[src/rtl/inst_cache_ctrl.sv]
// inst_cache_ctrl -- direct-mapped instruction cache controller.
// Drives an external tag RAM (combinational read) and data RAM. Lookup hits
// complete in zero cycles. Misses invalidate the line first, then refill it
// word by word from memory and finally mark it valid. This ordering means
// an abandoned refill can never leave a partially filled line that hits.
// Optional feature macro: ICACHE_FLUSH_EN (invalidate-all via the flush
// input). Without it, flush is ignored.
// Address split: {tag, index, word offset, 2'b00}; the tag spans
// `ITAGMSB:`ITAGLSB of the fetch address.

`ifndef ICACHE_INDEX
`define ICACHE_INDEX 4
`endif
`ifndef ICACHE_SIZE
`define ICACHE_SIZE 16
`endif

module inst_cache_ctrl #(
   parameter  int ADDR_W  = 32,
   parameter  int INDEX_W = `ICACHE_INDEX,
   parameter  int OFF_W   = 2,
   localparam int TAG_W   = ADDR_W - INDEX_W - OFF_W - 2
) (
   input  logic                     clock,
   input  logic                     reset_n,
   input  logic                     cpu_req,
   input  logic [ADDR_W-1:0]        cpu_addr,
   output logic                     cpu_ready,
   output logic [INDEX_W-1:0]       tag_index,
   output logic                     tag_we,
   output logic                     tag_valid_in,
   output logic [TAG_W-1:0]         tag_in,
   input  logic                     tag_valid_out,
   input  logic [TAG_W-1:0]         tag_out,
   output logic [INDEX_W+OFF_W-1:0] data_addr,
   output logic                     data_we,
   output logic [31:0]              data_wdata,
   output logic                     mem_req,
   output logic [ADDR_W-1:0]        mem_addr,
   input  logic                     mem_ack,
   input  logic [31:0]              mem_rdata,
   input  logic                     flush
);

   typedef enum logic [1:0] {
      IDLE   = 2'd0,
      REFILL = 2'd1,
      UPDATE = 2'd2
`ifdef ICACHE_FLUSH_EN
      ,
      FLUSH  = 2'd3
`endif
   } state_t;

   localparam logic [OFF_W-1:0] CNT_LAST = '1;

   state_t             state_r, state_nxt_s;
   logic [OFF_W-1:0]   cnt_r, cnt_nxt_s;
   logic [TAG_W-1:0]   tag_r, tag_nxt_s;
   logic [INDEX_W-1:0] index_r, index_nxt_s;

   logic [TAG_W-1:0]   cpu_tag_s;
   logic [INDEX_W-1:0] cpu_index_s;
   logic [OFF_W-1:0]   cpu_off_s;
   logic               hit_s;

`ifdef ICACHE_FLUSH_EN
   localparam logic [INDEX_W-1:0] FLUSH_LAST = INDEX_W'(`ICACHE_SIZE - 1);
   logic [INDEX_W-1:0] flush_cnt_r, flush_cnt_nxt_s;
   logic               flush_pend_r, flush_pend_nxt_s;
   logic               unused_addr_s;
   assign unused_addr_s = ^cpu_addr[1:0];
`else
   logic               unused_addr_s;
   assign unused_addr_s = ^{cpu_addr[1:0], flush};
`endif

   assign cpu_tag_s   = cpu_addr[ADDR_W-1 -: TAG_W];
   assign cpu_index_s = cpu_addr[OFF_W+2 +: INDEX_W];
   assign cpu_off_s   = cpu_addr[2 +: OFF_W];
   assign hit_s       = cpu_req & tag_valid_out & (tag_out == cpu_tag_s);

   // Refill address is always built from the latched line and word counter.
   assign mem_addr = {tag_r, index_r, cnt_r, 2'b00};

   // Next-state logic and RAM/CPU/memory port decode for every state.
   always_comb begin
      state_nxt_s  = state_r;
      cnt_nxt_s    = cnt_r;
      tag_nxt_s    = tag_r;
      index_nxt_s  = index_r;
      cpu_ready    = 1'b0;
      tag_index    = index_r;
      tag_we       = 1'b0;
      tag_valid_in = 1'b0;
      tag_in       = tag_r;
      data_addr    = {index_r, cnt_r};
      data_we      = 1'b0;
      data_wdata   = mem_rdata;
      mem_req      = 1'b0;
`ifdef ICACHE_FLUSH_EN
      flush_cnt_nxt_s  = flush_cnt_r;
      flush_pend_nxt_s = flush_pend_r;
`endif
      case (state_r)
         IDLE: begin
            tag_index = cpu_index_s;
            data_addr = {cpu_index_s, cpu_off_s};
            tag_in    = cpu_tag_s;
`ifdef ICACHE_FLUSH_EN
            if (flush || flush_pend_r) begin
               state_nxt_s      = FLUSH;
               flush_cnt_nxt_s  = '0;
               flush_pend_nxt_s = 1'b0;
            end else
`endif
            if (!cpu_req) begin
               state_nxt_s = IDLE;
            end else if (hit_s) begin
               cpu_ready = 1'b1;
            end else begin
               // Invalidate the victim line before any data word is overwritten.
               tag_we       = 1'b1;
               tag_valid_in = 1'b0;
               tag_nxt_s    = cpu_tag_s;
               index_nxt_s  = cpu_index_s;
               cnt_nxt_s    = '0;
               state_nxt_s  = REFILL;
            end
         end
         REFILL: begin
            mem_req = 1'b1;
`ifdef ICACHE_FLUSH_EN
            flush_pend_nxt_s = flush_pend_r | flush;
`endif
            if (mem_ack) begin
               data_we   = 1'b1;
               cnt_nxt_s = cnt_r + OFF_W'(1);
               if (cnt_r == CNT_LAST) begin
                  state_nxt_s = UPDATE;
               end else begin
                  state_nxt_s = REFILL;
               end
            end else begin
               state_nxt_s = REFILL;
            end
         end
         UPDATE: begin
            tag_we       = 1'b1;
            tag_valid_in = 1'b1;
            tag_in       = tag_r;
            state_nxt_s  = IDLE;
`ifdef ICACHE_FLUSH_EN
            flush_pend_nxt_s = flush_pend_r | flush;
`endif
         end
`ifdef ICACHE_FLUSH_EN
         FLUSH: begin
            tag_index       = flush_cnt_r;
            tag_we          = 1'b1;
            tag_valid_in    = 1'b0;
            flush_cnt_nxt_s = flush_cnt_r + INDEX_W'(1);
            if (flush_cnt_r == FLUSH_LAST) begin
               state_nxt_s = IDLE;
            end else begin
               state_nxt_s = FLUSH;
            end
         end
`endif
         default: begin
            state_nxt_s = IDLE;
         end
      endcase
   end

   // State, word counter and latched line address registers.
   always_ff @(posedge clock or negedge reset_n) begin
      if (!reset_n) begin
         state_r <= IDLE;
         cnt_r   <= '0;
         tag_r   <= '0;
         index_r <= '0;
      end else begin
         state_r <= state_nxt_s;
         cnt_r   <= cnt_nxt_s;
         tag_r   <= tag_nxt_s;
         index_r <= index_nxt_s;
      end
   end

`ifdef ICACHE_FLUSH_EN
   // Invalidate-all sweep counter and flush request held while busy.
   always_ff @(posedge clock or negedge reset_n) begin
      if (!reset_n) begin
         flush_cnt_r  <= '0;
         flush_pend_r <= 1'b0;
      end else begin
         flush_cnt_r  <= flush_cnt_nxt_s;
         flush_pend_r <= flush_pend_nxt_s;
      end
   end
`endif

endmodule

[config.mk]
export PLATFORM = sky130hd
export DESIGN_NAME = inst_cache_ctrl
export DESIGN_NICKNAME = d
export VERILOG_FILES = /design/src/rtl/inst_cache_ctrl.sv
export SDC_FILE = /design/constraint.sdc
export NUM_CORES = 1
export LEC_CHECK = 0
export ABC_AREA = 1
export ABC_CLOCK_PERIOD_IN_PS = 1400
export BUFFER_PORTS_ARGS = -buffer_cell sky130_fd_sc_hd__buf_2
export CORE_ASPECT_RATIO = 1.75
export CORE_MARGIN = 1.5
export CORE_UTILIZATION = 37
export DETAILED_ROUTE_END_ITERATION = 7
export PLACE_DENSITY = 0.81
export SLEW_MARGIN = 20
export SYNTH_ARGS = -nofsm -noshare
export SYNTH_HDL_FRONTEND = slang
export SYNTH_SLANG_ARGS = --single-unit
[constraint.sdc]
create_clock -name clock -period 1.4 [get_ports clock]
set_input_delay 0.07 -clock clock [delete_from_list [all_inputs] [get_ports clock]]
set_output_delay 0.07 -clock clock [all_outputs]
set_load 0.05 [all_outputs]
After elaboration in Yosys (flattened, before gate mapping)
Index checks and enable logic that the tools add are counted. W data, S select, Z words.

ROM bits: 0. Memories kept: 0. Input bits: 94. Output and inout port bits: 103. Latch bits: 0. Memory bits (writable): 0. Flip-flop bits (word level): 32.

Shift operators: 0. Mux-type cells: 22. Reduce and logical (&&, ||, !) cells: 4. Div/mod/pow operators: 0. $mul: 0. Equal/unequal tests: 8. Bitwise gates (word level): 3. Add/sub/neg operators: 1. $lt $le $gt $ge: 0.

Operator list (count): $eq A24 B24 Y1 (1); $mux W24 (1); $mux W2 (7); $mux W1 (9); $pmux W2 S2 (2); $mux W6 (1); $ne A2 B2 Y1 const B (3); $eq A2 B2 Y1 const B (2); $mux W4 (1); $reduce_and A4 Y1 (1); $ne A3 B3 Y1 const B (1); $reduce_and A3 Y1 (1); $add A2 B1 Y2 const B (1); $and A1 B1 Y1 (2); $eq A2 B1 Y1 const B (1); $logic_not A2 Y1 (1); $pmux W1 S2 (1); $reduce_bool A2 Y1 (1); $not A1 Y1 (1).

Logic depth before layout (Yosys ltp)
Gate-level depths: netlist of the first run.

Depth in word-level cells: 5. Depth in mapped cells: 12. Depth with buffers taken out: 10.

Worst setup path before layout of the first run
Ideal clock, no wire load.

Path kind: reg-to-output. Start point: register state_r[0]. End point: output port tag_index[1]. Stages on the path, launching flop included: 6. Buffers on the path: 2. Setup slack: -1.041 ns. Arrival time: 2.371 ns. Cell sequence: dfrtp_1 > nor2_1 > inv_1 > clkbuf_1 > o21ai_0 > buf_4.

Cells in the longest elaborated chain, start to end: 2.

RTL lines: start: declaration (RTL line 57) `state_t state_r, state_nxt_s;`; start signal: assignment (RTL line 184) `state_r <= state_nxt_s;`; $logic_not A2 Y1 (RTL line 105) `case (state_r)`; $mux W4 (RTL line 105); end: declaration (RTL line 29) `output logic [INDEX_W-1:0] tag_index,`.

No other way between the ends.

Worst setup path in the final report of the first run
Start point: register state_r[1]. End point: output port tag_index[2].

Same word-level chain as after synthesis.

==> out/metrics.csv, run 1 <==
metric;value;unit
Clk Latency, worst-skew pair;0.27;ns
finished layout cell area;0.00382;mm²
CTS Buffer Depth;2;
crit start category;flip-flop;
Syn. warnings;0;
grt ovf;0;
global-route wire length before repair;13.2;mm
Die ar.;0.00752;mm²
CP Capture Type;output port;
max cap viols;0;
gpl congestion;0.915;
1st-pass router iterations;4;
RSZ-0062 raised after global routing;true;
mapped cell area;0.00258;mm²
initial antenna violation count;0;
Setup Crit Path Kind;flip-flop to output port;
largest net degree at the start of global routing;33;
core area;0.00681;mm²
Yosys top cell area share;0.310;
Worst Path Buf+Inv;3;
synthesized area per cell;6.35;µm²
routed wire length;8.57;mm
fin crit share;1.08;
final std cells w/o fill;605;
Final Max Slew Viols;0;
FP Rows;40;
via count;2916;
Via density;4.82;
status;complete, but fails checks;
VDD IR max;0.00168;V
Area Growth Syn to Fin;47.8;%
die height;114;µm
synthesized flop and latch total;32;
Port Buffers;127;
initial core utilization;0.380;
Area after DPL;0.00337;mm²
CTS Sinks;32;
Synth cell types;23;
H-tree levels;2;
failing checks;negative setup slack;
Worst Skew;0.00346;ns
HPWL after DPL;6.83;mm
dpl ws;-0.0382;ns
cell taking the most area after synthesis;dfrtp_1;
largest stage delay on the critical path;0.38;ns
CP arrival;1.44;ns
fmax;0.663;GHz
setup violators final;35;
sequential-to-total area share from yosys stat;0.310;
# diodes;0;
DRC viols;0;
fraction of layout cells with a size suffix above 1;0.464;
CTS root buffer;clkbuf_16;
top post-synthesis cells by area;dfrtp_1 31%, nand2_1 21%, buf_4 11%;
cts bufs inserted;5;
final hold violation count;0;
number of routed nets with antenna violations;0;
slowest stage cell, crit path;dfrtp_1;
Hold WC Path Type;input port to flip-flop;
CP Data Required Time;1.33;ns
placed cells;595;
Critical Path, Cell by Cell;nor2_4, inv_2, buf_12, nand2_1, o21ai_4, buf_6;
post-layout min period;1.51;ns
Final WS setup;-0.109;ns
setup slack, reg-to-reg;0;ns
vias in the first global route;2849;
fin util;0.561;
synthesized instance count;407;
Nets;616;
Die W;66.2;µm
GRT Overall Usage;0.231;
routed len/inst;14.2;µm
Pwr Density;2870;mW/mm²
CTS tree;yes;
Crit Path Max Fanout;32;
CTS clk-pin slew, worst paths;0.05;ns
initial DRC count;101;
Leakage;2.20;nW
CP top delay family;buffers and inverters;
I/O Pins;197;
[layer usage]
layer	part of all wire	vias to the layer above	global-route usage
li1	-	1431	-
met1	0.34	1300	0.227
met2	0.54	119	0.411
met3	0.047	66	0.0306
met4	0.081	0	0.189
met5	0	-	0
[path summary, 6_finish.rpt]
| check | from | to | cells past startpoint |
|---|---|---|---|
| hold / removal | mem_ack | state_r[1] | 3 |
| setup / recovery | state_r[1] | tag_index[2] | 6 |
| hold reg to reg | tag_r[8] | tag_r[8] | 2 |
| max in group asynchronous | reset_n | tag_r[9] | 3 |
| setup reg to reg | state_r[1] | tag_r[23] | 7 |
| min in group asynchronous | reset_n | index_r[3] | 2 |
[synthesized netlist by cell type]
library cell / number
nor2_1: 30
clkbuf_1: 3
buf_6: 4
o21bai_1: 1
nand4_1: 7
nand2_1: 147
nor3_1: 4
buf_1: 2
nand3_1: 8
inv_1: 48
nand2_2: 1
xnor2_1: 1
a21oi_1: 1
inv_2: 15
conb_1: 1
o21ai_0: 38
buf_4: 38
o21ai_1: 3
clkbuf_2: 1
buf_2: 2
dfrtp_1: 32
ha_1: 1
o21ai_2: 19
[tightest hold or removal path: stages]
cell and delay, ns:
buf_2 0.11, nand2_1 0.08, nor2_1 0.05
[per-stage QoR]
stage / hold slack, ns / TNS (ns) / total power [mW]
detailed placement: 0.0264 / -0.459 / 8.97
global placement: 0.0215 / -0.00815 / 8.82
global route: 0.0736 / -4.00 / 11.5
finish: 0.0663 / -2.04 / 11.0
CTS: 0.0643 / -2.87 / 10.9
floorplan: -0.226 / -1.36 / 7.76
[power by group]
group,internal (mW),switching (mW)
clock network,0.645,0.371
registers,1.35,0.324
logic,2.54,5.74
[repair_timing]
item                       in CTS  in global routing
buffers inserted                1                  1
hold endpoints to repair       17                  0
pin swaps                       3                  4
gates resized for setup        74                 18
setup endpoints to repair      39                 38
hold buffers                    1                  0
cloned                          0                  0
[kinds of logic after synthesis]
logic type / share of synthesized area
adders and majority gates: 0.00484
AOI/OAI and AO/OA: 0.149
and+or+nand+nor: 0.300
buffers and inverters: 0.232
xor gates and xnor gates: 0.00339
other: 0.00145
DFF: 0.310
[sequential cells by signal, summed over array words and instances, names as in the netlist]
name / count
cnt_r: 2
index_r: 4
state_r: 2
tag_r: 24
[area by class of cell]
cell class,instances,area [µm²]
clock buffer,6,129
clock inverter,1,5.00
fill,653,2990
inverter,63,239
multi-input combinational,263,1400
sequential,32,801
tap,84,105
timing repair buffer,156,1140
[placed cells by master, fill, tap and decap left out, types with 4 or more instances in the layout]
master     Yosys  routed
nand2_1      147     144
inv_2         15      18
inv_1         48      44
clkbuf_16      0       5
nor2_1        30      23
o21ai_2       19      43
buf_4         38      24
o21ai_0       38       9
dfrtp_1       32      32
buf_2          2      90
buf_12         0       4
buf_6          4      36
nand3_1        8       8
nor2_2         0       5
o21ai_4        0       6
nand4_1        7       7
(Power assumes the default switching activity.)
==> run 2: changes to the inputs <==
--- a/config.mk
+++ b/config.mk
@@ -8,11 +8,13 @@
 export ABC_AREA = 1
 export ABC_CLOCK_PERIOD_IN_PS = 1400
 export BUFFER_PORTS_ARGS = -buffer_cell sky130_fd_sc_hd__buf_2
+export CELL_PAD_IN_SITES_DETAIL_PLACEMENT = 0
+export CELL_PAD_IN_SITES_GLOBAL_PLACEMENT = 1
 export CORE_ASPECT_RATIO = 1.75
 export CORE_MARGIN = 1.5
-export CORE_UTILIZATION = 37
+export CORE_UTILIZATION = 23
 export DETAILED_ROUTE_END_ITERATION = 7
-export PLACE_DENSITY = 0.81
+export PLACE_DENSITY = 0.8
 export SLEW_MARGIN = 20
 export SYNTH_ARGS = -nofsm -noshare
 export SYNTH_HDL_FRONTEND = slang
==> run 2 against run 1 <==
Effect of this change:
- the flow still finishes with violations (negative setup slack)
- first-iteration DRC count is 8.9% lower
- non-clock buffer count is 76 higher
- global-route usage decreased by 6.9 points
- routed wire length increased by 20%
- utilization down 13 points
- fmax is 9.7% lower
- die area increased by 58%
==> out/metrics.csv, run 2 (synthesis gave the netlist of run 1 again) <==
metric;value;unit
H-tree levels;2;
Flop pwr share;0.137;
status;complete, but fails checks;
Seq. cell area;801;µm²
VDD IR max;0.00165;V
Pwr Total;12.7;mW
RSZ-0062 raised after global routing;true;
vias in the first global route;3189;
initial antenna violation count;1;
DRC viols;0;
max FFs per register;24;
net switching power;6.96;mW
Clk Latency, worst-skew pair;0.28;ns
hold_ws;0.0426;ns
FP Rows;51;
failing checks;negative setup slack;
Area Growth Syn to Fin;86.1;%
via count;3174;
global-route wire length before repair;15.1;mm
Setup Crit Path Kind;flip-flop to output port;
setup violators final;68;
largest stage delay on the critical path;0.41;ns
Die W;83.1;µm
core area;0.0110;mm²
cts bufs inserted;5;
CP Data Required Time;1.33;ns
routed wire length;10.3;mm
Largest regs;tag_r x24, index_r x4;
Final Max Slew Viols;0;
Crit Path Max Fanout;6;
routed len/inst;14.1;µm
Worst Skew;0.00834;ns
Final WS setup;-0.270;ns
fin crit share;1.19;
I/O Pins;197;
commonest non-fill, non-tap cells in the layout;123 x nand2_1, 87 x buf_2, 79 x buf_4, 50 x buf_6, 43 x inv_1;
Port Buffers;127;
Hold WC Path Type;input port to flip-flop;
largest net degree at the start of global routing;31;
HPWL after DPL;7.73;mm
Nets;692;
hold_sp;mem_ack;
Via density;4.34;
CTS root buffer;clkbuf_16;
fmax;0.599;GHz
CP Capture Type;output port;
dpl ws;-0.133;ns
final hold violation count;0;
gpl congestion;0.801;
Biggest register;tag_r;
Switching Share;0.549;
crit path from;state_r[1];
post-layout min period;1.67;ns
internal power;5.72;mW
RR Startpoint;state_r[1];
CTS clk-pin slew, worst paths;0.06;ns
Leakage;2.66;nW
crit start category;flip-flop;
number of routed nets with antenna violations;0;
area taken by multi-input logic gates;0.00153;mm²
CTS Sinks;32;
filler instances;1140;
CTS tree;yes;
part of the power in combinational logic;0.763;
Critical Path, Cell by Cell;nor2_4, inv_4, buf_12, buf_12, buf_6, o21ai_2, buf_6;
initial core utilization;0.234;
Die ar.;0.0119;mm²
GRT Overall Usage;0.162;
CP arrival;1.60;ns
clock network fraction of total power;0.100;
most common cell after layout, fill and taps aside;nand2_1;
max cap viols;0;
fraction of layout cells with a size suffix above 1;0.572;
Pwr Density;2640;mW/mm²
CTS Buffer Depth;2;
die height;143;µm
1st-pass router iterations;4;
grt ovf;0;
slowest stage cell, crit path;dfrtp_1;
initial DRC count;92;
run 2: through the flow:
| stage | TNS, ns | utilization | cells | instance area, µm² |
|---|---|---|---|---|
| 2_1_floorplan | -1.36 | - | 408 | 2790 |
| 3_3_place_gp | -0.967 | 0.354 | 702 | 3910 |
| 3_5_place_dp | -2.59 | 0.354 | 702 | 3910 |
| 4_1_cts | -6.62 | 0.413 | 722 | 4560 |
| 5_1_grt | -12.84 | 0.436 | 731 | 4810 |
| 6_report | -10.26 | 0.436 | 731 | 4810 |
run 2: per-layer routing:
| metal | global-route usage | vias to the layer above | part of all wire |
|---|---|---|---|
| met5 | 0 | - | 0 |
| met4 | 0.0965 | 0 | 0.049 |
| met3 | 0.0243 | 47 | 0.043 |
| met2 | 0.317 | 104 | 0.56 |
| met1 | 0.158 | 1440 | 0.35 |
| li1 | - | 1583 | - |
run 2: area by class of cell:
| cell class | instances | area share |
|---|---|---|
| Clock inverter | 2 | 0.00728 |
| Sequential cell | 32 | 0.166 |
| Inverter | 63 | 0.0507 |
| Multi-Input combinational cell | 263 | 0.317 |
| Tap cell | 132 | 0.0343 |
| Clock buffer | 6 | 0.0268 |
| Antenna cell | 1 | 0.000520 |
| Timing Repair Buffer | 232 | 0.397 |
run 2: final timing paths:
check | endpoint | slack [ns] | depth (start not counted)
setup reg to reg | tag_r[4] | -0.18 | 11
max in group asynchronous | tag_r[3] | 0.69 | 3
setup / recovery | tag_in[19] | -0.27 | 7
hold / removal | state_r[1] | 0.04 | 3
min in group asynchronous | tag_r[7] | 0.26 | 2
hold reg to reg | tag_r[2] | 0.50 | 2
run 2: what timing repair did:
action                                 in CTS  in global routing
pin swaps                                  20                  9
cloned                                      2                  4
setup endpoints to repair                  37                 70
endpoints found under the hold margin      13                  0
buffers inserted                           11                  5
hold buffers                                1                  0
gates resized for setup                   111                 48
run 2: power by group through the flow:
stage	logic (mW)	clock network [mW]	registers, mW
2_1_floorplan	4.68	0	3.08
3_3_place_gp	7.62	0	1.67
3_5_place_dp	7.70	0	1.70
4_1_cts	9.26	1.30	1.71
5_1_grt	10.2	1.33	1.80
6_report	9.68	1.27	1.74
run 2: critical path: cells and delay by family, from the launching register on:
family / cells / cell delay [ns]
and+or+nand+nor: 1 / 0.15
DFF: 1 / 0.41
buffers and inverters: 5 / 0.61
AOI/OAI and AO/OA: 1 / 0.14
